<file path="src/rtl/dso_pkg.sv">
`default_nettype none
// +----------------------------------------------------------------------+
// | dso_pkg : shared ADC capture types and widths                        |
// | Rev 1.0                                                              |
// +----------------------------------------------------------------------+
package dso_pkg;

  localparam int ADC_DATA_W = 64;
  localparam int ADC_LANES  = 8;
  localparam int CAP_LEN_W  = 24;
  localparam int CAP_DROP_W = 16;

  typedef enum logic [1:0] {
    ST_IDLE    = 2'd0,
    ST_CAPTURE = 2'd1,
    ST_DONE    = 2'd2
  } cap_state_t;

endpackage
`default_nettype wire

</file>
<file path="src/rtl/adc_ramp_gen.sv">
`default_nettype none
// +----------------------------------------------------------------------+
// | adc_ramp_gen : 8-bit ramp replicated across all byte lanes           |
// | Rev 1.0                                                              |
// +----------------------------------------------------------------------+
module adc_ramp_gen
  import dso_pkg::*;
#(
  parameter int LANES = ADC_LANES
) (
  input  logic               clk,
  input  logic               rst,
  input  logic               i_clear,
  input  logic               i_step,
  output logic [LANES*8-1:0] o_data
);

  logic [7:0] r_cnt;

  always_ff @(posedge clk) begin
    if (rst) begin
      r_cnt <= 8'd0;
    end else if (i_clear) begin
      r_cnt <= 8'd0;
    end else if (i_step) begin
      r_cnt <= r_cnt + 8'd1;
    end
  end

  assign o_data = {LANES{r_cnt}};

endmodule
`default_nettype wire

</file>
<file path="src/rtl/adc_capture_ctrl.sv">
`default_nettype none
// +----------------------------------------------------------------------+
// | adc_capture_ctrl : armed fixed-length ADC record into the CDC FIFO,  |
// | dropping and counting words on almost-full. ADC_CAPTURE_TESTPAT_EN   |
// | adds i_test_mode and a lane-ramp source. Rev 1.0                     |
// +----------------------------------------------------------------------+
module adc_capture_ctrl
  import dso_pkg::*;
#(
  parameter int DATA_W = ADC_DATA_W,
  parameter int LEN_W  = CAP_LEN_W,
  parameter int DROP_W = CAP_DROP_W
) (
  input  logic              clk,
  input  logic              rst,
  input  logic              i_arm,
  input  logic              i_abort,
  input  logic [LEN_W-1:0]  i_capture_len,
  input  logic [DATA_W-1:0] i_din,
  input  logic              i_din_valid,
  input  logic              i_fifo_afull,
`ifdef ADC_CAPTURE_TESTPAT_EN
  input  logic [3:0]        i_test_mode,
`endif
  output logic [DATA_W-1:0] o_fifo_din,
  output logic              o_fifo_wr_en,
  output logic              o_busy,
  output logic              o_done,
  output logic              o_overflow,
  output logic [DROP_W-1:0] o_drop_count
);

  cap_state_t r_state;
  cap_state_t w_state_nxt;

  logic [LEN_W-1:0]  r_len;
  logic [LEN_W-1:0]  r_slot_cnt;
  logic [DATA_W-1:0] r_fifo_din;
  logic              r_wr_en;
  logic              r_overflow;
  logic [DROP_W-1:0] r_drop_cnt;

  logic              w_busy;
  logic              w_done;
  logic              w_arm_ok;
  logic              w_slot;
  logic              w_write;
  logic              w_drop;
  logic [DATA_W-1:0] w_word;

`ifdef ADC_CAPTURE_TESTPAT_EN
  logic [DATA_W-1:0] w_ramp;
  logic              w_unused_test_mode;

  adc_ramp_gen #(
    .LANES (DATA_W / 8)
  ) u_ramp (
    .clk     (clk),
    .rst     (rst),
    .i_clear (w_arm_ok),
    .i_step  (w_slot),
    .o_data  (w_ramp)
  );

  assign w_word             = i_test_mode[0] ? w_ramp : i_din;
  assign w_unused_test_mode = ^i_test_mode[3:1];
`else
  assign w_word = i_din;
`endif

  always_ff @(posedge clk) begin
    if (rst) begin
      r_state <= ST_IDLE;
    end else begin
      r_state <= w_state_nxt;
    end
  end

  // Abort outranks both arm and slot consumption in every state.
  always_comb begin
    w_state_nxt = r_state;
    w_busy      = 1'b0;
    w_done      = 1'b0;
    w_arm_ok    = 1'b0;
    w_slot      = 1'b0;
    w_write     = 1'b0;
    w_drop      = 1'b0;
    case (r_state)
      ST_IDLE: begin
        if (!i_abort && i_arm) begin
          if (i_capture_len != '0) begin
            w_arm_ok    = 1'b1;
            w_state_nxt = ST_CAPTURE;
          end else begin
            w_state_nxt = ST_DONE;
          end
        end
      end
      ST_CAPTURE: begin
        w_busy = 1'b1;
        if (i_abort) begin
          w_state_nxt = ST_IDLE;
        end else if (i_din_valid) begin
          w_slot  = 1'b1;
          w_write = !i_fifo_afull;
          w_drop  = i_fifo_afull;
          if (r_slot_cnt == r_len - LEN_W'(1)) begin
            w_state_nxt = ST_DONE;
          end
        end
      end
      ST_DONE: begin
        w_done      = 1'b1;
        w_state_nxt = ST_IDLE;
      end
      default: begin
        w_state_nxt = ST_IDLE;
      end
    endcase
  end

  always_ff @(posedge clk) begin
    if (rst) begin
      r_len      <= '0;
      r_slot_cnt <= '0;
      r_fifo_din <= '0;
      r_wr_en    <= 1'b0;
      r_overflow <= 1'b0;
      r_drop_cnt <= '0;
    end else begin
      r_wr_en <= w_write;
      if (w_write) begin
        r_fifo_din <= w_word;
      end
      if (w_arm_ok) begin
        r_len      <= i_capture_len;
        r_slot_cnt <= '0;
        r_overflow <= 1'b0;
        r_drop_cnt <= '0;
      end else begin
        if (w_slot) begin
          r_slot_cnt <= r_slot_cnt + LEN_W'(1);
        end
        if (w_drop) begin
          r_overflow <= 1'b1;
          if (r_drop_cnt != '1) begin
            r_drop_cnt <= r_drop_cnt + DROP_W'(1);
          end
        end
      end
    end
  end

  assign o_fifo_din   = r_fifo_din;
  assign o_fifo_wr_en = r_wr_en;
  assign o_busy       = w_busy;
  assign o_done       = w_done;
  assign o_overflow   = r_overflow;
  assign o_drop_count = r_drop_cnt;

endmodule
`default_nettype wire

</file>
<file path="config.mk">
export PLATFORM = sky130hd
export DESIGN_NAME = adc_capture_ctrl
export DESIGN_NICKNAME = d
export VERILOG_FILES = /design/src/rtl/dso_pkg.sv /design/src/rtl/adc_ramp_gen.sv /design/src/rtl/adc_capture_ctrl.sv
export SDC_FILE = /design/constraint.sdc
export NUM_CORES = 1
export LEC_CHECK = 0
export ABC_AREA = 1
export ABC_CLOCK_PERIOD_IN_PS = 5300
export BUFFER_PORTS_ARGS = -buffer_cell sky130_fd_sc_hd__buf_2
export CAP_MARGIN = 20
export CORE_MARGIN = 2
export CORE_UTILIZATION = 56
export DETAILED_ROUTE_END_ITERATION = 12
export PLACE_DENSITY_LB_ADDON = 0.3
export RECOVER_POWER = 100
export SETUP_SLACK_MARGIN = 0.02
export SLEW_MARGIN = 20
export SYNTH_ARGS = -nofsm -noshare
export SYNTH_HDL_FRONTEND = slang
export SYNTH_SLANG_ARGS = --single-unit
</file>
<file path="constraint.sdc">
create_clock -name clk -period 5.3 [get_ports clk]
set_clock_uncertainty 0.15 [all_clocks]
set_input_delay 0 -clock clk [delete_from_list [all_inputs] [get_ports clk]]
set_output_delay 0 -clock clk [all_outputs]
set_load 0.01 [all_outputs]
</file>
==> impl_metrics.env <==
export IMPL_max_freq_mhz=273
export IMPL_antenna_found_initial=2
export IMPL_async_reset_ff_share_pct=0
export IMPL_fp_dieH_um=108
export IMPL_hold_path_class="in2reg"
export IMPL_nets=1220
export IMPL_finalSetupTns_ns=0
export IMPL_first_pass_iters=8
export IMPL_path_clk_slew_ns=0.07
export IMPL_cts_buffer_depth=2
export IMPL_drt_wl_total_mm=26.9
export IMPL_slowest_delay_ns=1.05
export IMPL_drv_slew=0
export IMPL_fp_dieW_um=108
export IMPL_tritoncts="done"
export IMPL_num_vias=7961
export IMPL_final_core_util_pct=81.3
export IMPL_yosysMostFrequentCell="nor2_1"
export IMPL_yosysUniqueCellTypes=36
export IMPL_wl_met3_mm=3.52
export IMPL_globalRouteOverflowTotal=0
export IMPL_worstPathRequired_ns=5.56
export IMPL_synthCells=858
export IMPL_drc_errors=0
export IMPL_grt_pass1_wl_mm=37.0
export IMPL_peakVddDrop_mv=0.270
export IMPL_synth_top_area_cell="dfxtp_1"
export IMPL_critPathSlowestCell="clkbuf_1"
export IMPL_syn_nets=955
export IMPL_clk_root_buffer_cell="clkbuf_8"
export IMPL_tightest_slew_ns=1.44
export IMPL_ys_ff_latch=132
export IMPL_cap_violations=0
export IMPL_multi_input_comb_area_um2=3020
export IMPL_critical_path_arrival_ns=3.92
export IMPL_syn_avg_cell_area_um2=7.07
export IMPL_fin_crit_ns=3.66
export IMPL_status="finished, final reports clean"
export IMPL_n_fill_cell=596
export IMPL_finalSetupViolations=0
export IMPL_r2r_start="r_state[0]"
export IMPL_clock_latency_ns=0.54
export IMPL_routed_top_layer="met4"
export IMPL_vias_per_cell=6.25
export IMPL_synthTopCellsByCount="nor2_1 (240), dfxtp_1 (132), nand2_1 (108), o21ai_0 (108), inv_1 (70)"
export IMPL_place_port_buffers=177
export IMPL_crit_type="in2reg"
export IMPL_track_usage_pct=40.9
export IMPL_setup_worst_path_start="i_capture_len[12]"
export IMPL_ys_seq_area_share_pct=43.6
export IMPL_cp_num_buf_inv=4
export IMPL_hpwl_mm=11.3
export IMPL_crit_top_cell="nor2_1"
export IMPL_synth_edf_count=0
export IMPL_cts_max_level=4
export IMPL_pin_count=178
export IMPL_wl_per_cell_um=21.1
export IMPL_critPathMaxFanout=36
export IMPL_cp_start_kind="primary input"
export IMPL_dr_first_iter_drc_count=1293
export IMPL_cts_buffers=17
export IMPL_gp_congestion=0.866
export IMPL_hold_viol_final=0
export IMPL_grt_max_degree=89
export IMPL_ys_top_cells_by_area="dfxtp_1 (44%), nor2_1 (15%), o21ai_0 (8.9%), nand2_1 (6.7%), inv_1 (4.3%)"
export IMPL_syn_area_um2=6060
export IMPL_wl_met1_mm=8.64
export IMPL_synthFlopType="dfxtp_1"
export IMPL_die_area_um2=11700
export IMPL_min_period_over_period_pct=69.1
export IMPL_critical_path_top_delay_family="buffers and inverters"
export IMPL_start_util_pct=58.2
export IMPL_rsz0062_at_grt="no"
export IMPL_yosysTopAreaCellShare_pct=43.6
export IMPL_path_cells="dlygate4sd3_1 -> clkbuf_1 -> nor4_1 -> nand2_1 -> nor2_1 -> nand3_1 -> nand2_1 -> clkbuf_1 -> inv_1 -> nor2_1 -> nor2_1"
export IMPL_clock_sinks=132
export IMPL_drive_gt1_share_pct=13.4
export IMPL_relSlewSlack_pct=3.98
export IMPL_crit_path_end_kind="flip-flop"
export IMPL_area_growth_pct=39.7
export IMPL_regArea_um2=2640
export IMPL_wl_met2_mm=11.4
export IMPL_leakagePower_nw=3.77
export IMPL_hold_path_startpoint="i_din[37]"
export IMPL_grt_pass1_vias=7317
export IMPL_ys_warn_count=0
export IMPL_power_w=0.00262
export IMPL_fp_row_count=37
export IMPL_powerDensity_nw_per_um2=309
export IMPL_core_area_um2=10400
export IMPL_drtAntennaViolNets=0
-- final cells by class --
type / instances / share of cell area (%)
well taps: 136 / 2.01
clock inverters: 11 / 1.80
clock buffers: 20 / 5.26
multi-input cells: 625 / 35.6
diodes: 3 / 0.0886
repair buffers: 276 / 20.9
flip-flops and latches: 132 / 31.2
inverters: 71 / 3.15
-- power by group --
group          switching, W  leakage (nW)  internal [W]
Clock              0.000497         0.284      0.000743
Combinational      0.000203          2.42      0.000135
Sequential        0.0000262          1.07       0.00101
-- sequential cells by signal (all words and copies together) (netlist names) --
name          cells
o_fifo_din       64
r_len            24
r_state           2
r_slot_cnt       24
o_overflow        1
o_drop_count     16
o_fifo_wr_en      1
-- cells by family after synthesis --
logic type	after synthesis	synth area share [%]
AO/OA/AOI/OAI	144	12.1
adder cells (fa/ha/maj)	3	0.619
AND/OR/NAND/NOR	437	31.5
XOR/XNOR	41	5.92
flip-flops	132	43.6
buffers and inverters	101	6.27
-- placed cells by master, fill, tap and decap left out, types with 7 or more instances in the layout --
| master | n |
|---|---|
| xnor2_1 | 14 |
| clkbuf_16 | 16 |
| buf_2 | 92 |
| dfxtp_1 | 132 |
| nand4_1 | 12 |
| o21ai_0 | 108 |
| a21oi_1 | 31 |
| nand3_1 | 29 |
| xor2_1 | 27 |
| nor4_1 | 7 |
| nor2_1 | 239 |
| dlygate4sd3_1 | 94 |
| clkbuf_1 | 87 |
| nor3_1 | 7 |
| nand2_2 | 7 |
| inv_1 | 69 |
| nand2_1 | 109 |
-- stage by stage --
stage          instances  setup slack (ns)  instance area, um^2  hold WS [ns]
5_1_grt             1273              1.62                 8470        0.0905
3_5_place_dp        1145              2.86                 7040        0.0774
3_3_place_gp        1145              2.90                 7040        0.0703
2_1_floorplan        858              3.33                 6060       -0.0809
6_report            1274              1.64                 8470        0.0799
4_1_cts             1270              2.80                 8580        0.0709
-- final timing paths --
check,cells after the start,end,slack (ns)
hold / removal,4,o_fifo_din[37],0.08
setup / recovery,11,r_len[10],1.64
hold reg to reg,2,r_len[1],0.34
setup reg to reg,9,o_fifo_din[38],2.01
-- layer usage --
layer,up-vias,track usage (%)
met5,-,0
met4,0,29.2
met3,359,11.5
met2,854,66.6
met1,3471,46.0
li1,3277,-
-- worst register-to-register path: cells and delay by family (launching register included) --
family | cells | cell delay (ns)
buffers and inverters | 4 | 1.38
AND/OR/NAND/NOR | 5 | 1.25
flip-flops | 1 | 0.37
-- repair_timing --
action | 4_1_cts | 5_1_grt
resized for setup | 0 | 0
hold buffers | 94 | 0
buffers inserted | 0 | 0
setup endpoints to repair | 0 | 0
hold endpoints to repair | 115 | 0
No activity file was read; power rests on OpenSTA's default activity.
